### config.mk
export PLATFORM = sky130hd
export DESIGN_NAME = rom_arbiter
export DESIGN_NICKNAME = d
export VERILOG_FILES = /design/src/rtl/rom_arbiter.sv
export SDC_FILE = /design/constraint.sdc
export NUM_CORES = 1
export LEC_CHECK = 0
export CAP_MARGIN = 20
export CORE_MARGIN = 2
export CORE_UTILIZATION = 51
export DETAILED_ROUTE_END_ITERATION = 8
export GPL_TIMING_DRIVEN = 0
export PLACE_DENSITY_LB_ADDON = 0.15
export SLEW_MARGIN = 5
export SYNTH_ARGS = -nofsm -noshare
export SYNTH_HDL_FRONTEND = slang
export SYNTH_SLANG_ARGS = --single-unit
### constraint.sdc
create_clock -name i_clk -period 4.5 [get_ports i_clk]
set_input_delay 0.9 -clock i_clk [delete_from_list [all_inputs] [get_ports i_clk]]
set_output_delay 0.9 -clock i_clk [all_outputs]
set_load 0.05 [all_outputs]
### src/rtl/rom_arbiter.sv
// Two-port arbiter sharing one RGB ROM: per-port pending request capture,
// round-robin grant, one outstanding ROM read with a WAIT timeout.
module rom_arbiter #(
  parameter int ADDR_W  = 9,
  parameter int DATA_W  = 24,
  parameter int TIMEOUT = 15
) (
  input  logic              i_clk,
  input  logic              i_rst_n,
  input  logic              i_read0,
  input  logic [ADDR_W-1:0] i_addr0,
  output logic [DATA_W-1:0] o_data0,
  output logic              o_valid0,
  input  logic              i_read1,
  input  logic [ADDR_W-1:0] i_addr1,
  output logic [DATA_W-1:0] o_data1,
  output logic              o_valid1,
  output logic              o_rom_read,
  output logic [ADDR_W-1:0] o_rom_address,
  input  logic [DATA_W-1:0] i_rom_data,
  input  logic              i_rom_valid,
  output logic              o_timeout,
  output logic              o_overrun
);

  localparam int CNT_W = (TIMEOUT < 1) ? 1 : $clog2(TIMEOUT + 1);

  localparam logic [1:0] S_IDLE  = 2'd0;
  localparam logic [1:0] S_ISSUE = 2'd1;
  localparam logic [1:0] S_WAIT  = 2'd2;

  logic [1:0]        state;
  logic              pend0, pend1;
  logic [ADDR_W-1:0] addr0_q, addr1_q;
  logic              grant;
  logic              last_grant;
  logic [CNT_W-1:0]  wait_cnt;

  logic rom_done, time_up, finish, done0, done1, pick;

  // A port "completes" in the WAIT cycle whose edge registers its strobe;
  // valid data takes priority over a timeout reached in the same cycle.
  always_comb begin
    rom_done = (state == S_WAIT) && i_rom_valid;
    time_up  = (state == S_WAIT) && !i_rom_valid && (wait_cnt == CNT_W'(TIMEOUT));
    finish   = rom_done || time_up;
    done0    = finish && !grant;
    done1    = finish && grant;
    pick     = (pend0 && pend1) ? ~last_grant : pend1;
  end

  // NOTE: all state below uses non-blocking assignments so every register
  // samples the pre-edge values, independent of statement order.
  always_ff @(posedge i_clk or negedge i_rst_n) begin
    if (!i_rst_n) begin
      state         <= S_IDLE;
      pend0         <= 1'b0;
      pend1         <= 1'b0;
      addr0_q       <= '0;
      addr1_q       <= '0;
      grant         <= 1'b0;
      last_grant    <= 1'b1;
      wait_cnt      <= '0;
      o_rom_read    <= 1'b0;
      o_rom_address <= '0;
      o_valid0      <= 1'b0;
      o_valid1      <= 1'b0;
      o_data0       <= '0;
      o_data1       <= '0;
      o_timeout     <= 1'b0;
      o_overrun     <= 1'b0;
    end else begin
      o_rom_read <= 1'b0;
      o_valid0   <= 1'b0;
      o_valid1   <= 1'b0;
      o_timeout  <= 1'b0;

      // Re-request on the completing cycle wins over the clear.
      if (i_read0 && (!pend0 || done0)) begin
        pend0   <= 1'b1;
        addr0_q <= i_addr0;
      end else if (done0) begin
        pend0 <= 1'b0;
      end

      if (i_read1 && (!pend1 || done1)) begin
        pend1   <= 1'b1;
        addr1_q <= i_addr1;
      end else if (done1) begin
        pend1 <= 1'b0;
      end

      if ((i_read0 && pend0 && !done0) || (i_read1 && pend1 && !done1)) begin
        o_overrun <= 1'b1;
      end

      case (state)
        S_IDLE: begin
          if (pend0 || pend1) begin
            grant         <= pick;
            last_grant    <= pick;
            o_rom_read    <= 1'b1;
            o_rom_address <= pick ? addr1_q : addr0_q;
            state         <= S_ISSUE;
          end
        end
        S_ISSUE: begin
          wait_cnt <= '0;
          state    <= S_WAIT;
        end
        S_WAIT: begin
          if (rom_done) begin
            if (grant) begin
              o_data1  <= i_rom_data;
              o_valid1 <= 1'b1;
            end else begin
              o_data0  <= i_rom_data;
              o_valid0 <= 1'b1;
            end
            state <= S_IDLE;
          end else if (time_up) begin
            if (grant) begin
              o_data1  <= '0;
              o_valid1 <= 1'b1;
            end else begin
              o_data0  <= '0;
              o_valid0 <= 1'b1;
            end
            o_timeout <= 1'b1;
            state     <= S_IDLE;
          end else begin
            wait_cnt <= wait_cnt + CNT_W'(1);
          end
        end
        default: state <= S_IDLE;
      endcase
    end
  end

endmodule

Word-level counts from Yosys, hierarchy flattened
Index checks and enable logic that the tools add are counted.
{"block": "word_totals", "reg_bits": 90, "latchBits": 0, "ramBits": 0, "mem_bits_ro": 0, "input_bits": 47, "out_inout_bits": 62, "elab_cells": 96, "mem_count": 0}
{"block": "op_classes", "add_sub_neg": 1, "mul": 0, "div_mod_pow": 0, "n_lt_le_gt_ge": 0, "n_eq_ne": 11, "shift": 0, "muxes": 34, "bitwise": 1, "n_reduce_logical": 33}
{"operator": "$mux 24", "n": 8}
{"operator": "$mux 1", "n": 18}
{"operator": "$ne 2x2->1 const B", "n": 7}
{"operator": "$logic_and 1x1->1", "n": 12}
{"operator": "$mux 9", "n": 1}
{"operator": "$mux 4", "n": 2}
{"operator": "$pmux 4 s2", "n": 1}
{"operator": "$reduce_and 4->1", "n": 2}
{"operator": "$reduce_bool 2->1", "n": 4}
{"operator": "$logic_not 1->1", "n": 6}
{"operator": "$mux 2", "n": 3}
{"operator": "$pmux 2 s3", "n": 1}
{"operator": "$logic_or 1x1->1", "n": 5}
{"operator": "$add 4x1->4 const B", "n": 1}
{"operator": "$eq 4x4->1 const B", "n": 1}
{"operator": "$reduce_and 2->1", "n": 2}
{"operator": "$ne 3x3->1 const B", "n": 1}
{"operator": "$reduce_and 3->1", "n": 1}
{"operator": "$eq 2x1->1 const B", "n": 1}
{"operator": "$eq 2x2->1 const B", "n": 1}
{"operator": "$logic_not 2->1", "n": 1}
{"operator": "$not 1->1", "n": 1}

Logic depth before layout (Yosys ltp)
{"block": "depth", "depth_word": 8, "mapped_depth": 6, "ltp_nobuf": 5}

Worst setup path before layout
No wires, ideal clock.
{"block": "synth_path", "path_kind": "input -> register", "start": "input i_rom_valid", "end": "register o_overrun", "setup_time_ns": 0.126, "arrival_time_ns": 1.736, "required_ns": 4.374, "setup_slack_ns": 2.638, "stages": 4, "path_buffers": 1, "path_cell_list": "buf_2 -> a31oi_2 -> o31a_1 -> a221o_1"}
{"block": "synth_between", "elab_chain_len": 8, "elab_cells_between_ends": 12, "classes_between": "reduce/logical: 12"}
{"item": "from (decl)", "line_no": "21", "text": "input logic i_rom_valid,"}
{"item": "$logic_not 1->1", "line_no": "45", "text": "time_up = (state == S_WAIT) && !i_rom_valid && (wait_cnt == CNT_W'(TIMEOUT));"}
{"item": "$logic_and 1x1->1 (2 in a row)", "line_no": "45"}
{"item": "$logic_or 1x1->1 *", "line_no": "46", "text": "finish = rom_done || time_up;"}
{"item": "$logic_and 1x1->1, on equally long branches", "line_no": "47, 48"}
{"item": "$logic_not 1->1", "line_no": "93", "text": "if ((i_read0 && pend0 && !done0) || (i_read1 && pend1 && !done1)) begin"}
{"item": "$logic_and 1x1->1", "line_no": "93"}
{"item": "$logic_or 1x1->1 *", "line_no": "93"}
{"item": "to (signal assigned)", "line_no": "71", "text": "o_overrun <= 1'b0;"}
{"item": "to (signal assigned)", "line_no": "94", "text": "o_overrun <= 1'b1;"}
{"item": "to (decl)", "line_no": "23", "text": "output logic o_overrun"}
Mark *: on every way between the ends. The rest lies on a longest branch, timed or not.
A chain may end at the register's enable or synchronous reset.

Worst setup path in the final report
{"block": "layout_path", "start": "register o_data0[15]", "end": "output o_data0[15]"}
{"item": "from (decl)", "line_no": "12", "text": "output logic [DATA_W-1:0] o_data0,"}
{"item": "from (signal assigned)", "line_no": "117", "text": "o_data0 <= i_rom_data;"}
No word-level cell between the ends.

==> summary.md <==
| Metric | Value |
|---|---|
| CP Max Fanout | `2` |
| Post-Layout Cell Count | `523` |
| Initial drt markers | `103` |
| Num CTS Buffers | `9` |
| Ys async rst share | `100%` |
| Final worst slack | `2.06 ns` |
| DR vias | `2870` |
| CP cell instances | `clkdlybuf4s50_1` |
| Placed insts | `507` |
| Die extent in y | `89.2 um` |
| Crit path kind | `flop to primary output` |
| DIE AREA | `7960 um^2` |
| Internal power | `0.00231 W` |
| Clk buf depth | `2` |
| Gr ovfl total | `0` |
| Seq pwr share | `32.5%` |
| IO buf count | `108` |
| Leak | `2.25 nW` |
| Net Switching | `0.00184 W` |
| Post-cts sizing count | `0` |
| Post-Synthesis Cells | `299` |
| Final period utilization | `54.3%` |
| CP max-delay cell | `clkdlybuf4s50_1` |
| Top_reg_cell synth | `dfrtp_1` |
| DRT Pass-1 Iters | `5` |
| Yosys synthesis warning count | `0` |
| Htree depth | `3` |
| Routed vias/inst | `5.49` |
| Critical Path RT | `3.60 ns` |
| Worst-skew pair later-pin latency | `0.36 ns` |
| DPL Wire Length | `6040 um` |
| Final setup violation count | `0` |
| Switching share of power | `44.4%` |
| RSZ-0062 raised after global routing | `false` |
| Nets@finish | `467` |
| Worst vdd ir | `0.365 mV` |
| Net count after synthesis | `347` |
| Hold Vio Cnt, Final | `0` |
| Crit start category | `flop` |
| Worst clock skew | `0.0207 ns` |
| Achievable Freq | `409 MHz` |
| Total track usage | `22.6%` |
| Starting Density | `51.9%` |
| Hold Path Class | `flop to flop` |
| Max-slew violation count | `0` |
| Clock sinks | `90` |
| Top Family by Delay on Critical Path | `buffers and inverters` |
| CP Capture Type | `primary output` |
| Initial antenna violation count | `0` |
| Seq/Total Area, Yosys | `60.8%` |
| Post-synth cell types | `46` |
| First-pass GRT wire length | `13700 um` |
| CTS tree | `done` |
| Chip Width | `89.2 um` |
| Normalized max-slew margin | `54.8%` |
| Status | `finished, final reports clean` |
| N_diodes | `0` |
| Commonest non-fill, non-tap cell in the layout | `clkdlybuf4s50_1` |
| Area delta synth->final | `38.7%` |
| Tot Pwr | `0.00415 W` |
| Layout cells sized above 1 | `15.6%` |
| Worst path arrival time | `1.54 ns` |
| Most frequent cells in the layout | `clkdlybuf4s50_1, dfrtp_1, nand2_1, a22o_1` |
| CTS root buffer | `clkbuf_8` |
| Pwr/cell area | `808 nW/um^2` |
| DR WL/cell | `16.8 um` |
| Vias in the first global route | `2779` |
| Average cell area after synthesis | `12.4 um^2` |
| Finished Cell Area | `5140 um^2` |
| Core Rows | `31` |
| Post-CTS Setup Bufs | `0` |
| Worst-path clk slew | `0.10 ns` |
| EDFF count, synth | `0` |
| Pre-CTS setup slack | `1.91 ns` |
| Ports | `109` |
| Mapped Area | `3700 um^2` |
| Largest net degree at the start of global routing | `47` |
| DP Area | `4930 um^2` |
| CORE AREA | `7140 um^2` |
| Post-Route WL | `8770 um` |
| DRC viols | `0` |
| Fin crit period | `2.44 ns` |
| Maxcap violations | `0` |
| Final ANT Viol Nets | `0` |
| Least-Margin Pin Slew | `0.675 ns` |
| Finished Core Util | `72.0%` |
| Comb pwr share | `54.0%` |
| Crit path buffers/inverters | `1` |
| Clock power frac | `13.5%` |
| #FFs+latches synth | `90` |
| Fill count | `533` |
| Cts-stage hold buffer count | `0` |
| Placer Congestion | `0.805` |
| Crit-path max cell delay | `0.82 ns` |
cell families (layout without fill, tap and decap cells):
family	count (synthesis)	count (layout)	share of synthesized area, %
DFF	90	90	60.8
buffers and inverters	32	157	5.03
adders and majority gates	1	1	0.338
muxes	18	18	5.47
AOI/OAI and AO/OA	86	86	18.4
and+or+nand+nor	72	72	9.90
stage by stage:
stage | TNS (ns) | hold slack [ns]
final | 0 | 0.494
after global routing | 0 | 0.516
after CTS | 0 | 0.497
after detailed placement | 0 | 0.477
after global placement | -56.33 | 0.474
after floorplan | 0 | 0.473
layer usage:
layer  up-vias  GRT usage, %  share of wire [%]
met5         -             0                  0
met4         0          7.73                1.6
met3        15          4.16                5.7
met2       104          35.8                 48
met1      1420          31.5                 44
li1       1331             -                  -
flip-flops by register name (all words and copies together), names as in the netlist, 2 cells and up:
signal	cells
o_data0	24
o_rom_address	9
wait_cnt	4
state	2
o_data1	24
addr1_q	9
addr0_q	9
cells in the mapped netlist (2+ instances only):
master | n | area, um^2
nand4_1 | 7 | 43.8
mux2_2 | 17 | 191
buf_2 | 8 | 40.0
inv_1 | 9 | 33.8
o21ai_0 | 5 | 25.0
nor3_1 | 5 | 25.0
o21a_1 | 2 | 15.0
dfrtp_1 | 89 | 2230
a21oi_1 | 2 | 10.0
a22o_1 | 42 | 368
a31oi_1 | 2 | 12.5
nor3_2 | 2 | 20.0
buf_1 | 2 | 7.51
nand2b_1 | 4 | 25.0
o31ai_1 | 2 | 15.0
clkbuf_1 | 3 | 11.3
nand2_1 | 42 | 158
o22ai_1 | 17 | 106
or2_1 | 2 | 12.5
buf_6 | 6 | 67.6
a21bo_2 | 3 | 30.0
buf_4 | 3 | 22.5
o31a_1 | 2 | 17.5
layout make-up:
| cell class | count | area (um^2) | area share (%) |
|---|---|---|---|
| buffer | 22 | 149 | 2.90 |
| tap | 99 | 124 | 2.41 |
| multi-input combinational | 177 | 1260 | 24.6 |
| inverter | 10 | 37.5 | 0.731 |
| sequential | 90 | 2250 | 43.9 |
| clock buffer | 11 | 141 | 2.75 |
| timing repair buffer | 109 | 1110 | 21.5 |
| clock inverter | 5 | 61.3 | 1.19 |
worst paths after layout:
path	start	slack [ns]	to	depth (start not counted)
hold / removal	o_data0[8]	0.49	o_data0[8]	1
hold reg to reg	o_data0[8]	0.49	o_data0[8]	1
setup reg to reg	wait_cnt[0]	2.75	addr1_q[8]	4
min in group asynchronous	i_rst_n	0.55	o_valid0	1
max in group asynchronous	i_rst_n	3.26	last_grant	2
setup / recovery	o_data0[15]	2.06	o_data0[15]	1
power by group through the flow:
stage | combinational (W) | clock (W) | sequential (W)
2_1_floorplan | 0.000695 | 0 | 0.00218
3_3_place_gp | 0.00221 | 0 | 0.00135
3_5_place_dp | 0.00224 | 0 | 0.00136
4_1_cts | 0.00225 | 0.000570 | 0.00135
5_1_grt | 0.00236 | 0.000600 | 0.00139
6_report | 0.00224 | 0.000560 | 0.00135
No activity file was read; power rests on OpenSTA's default activity.
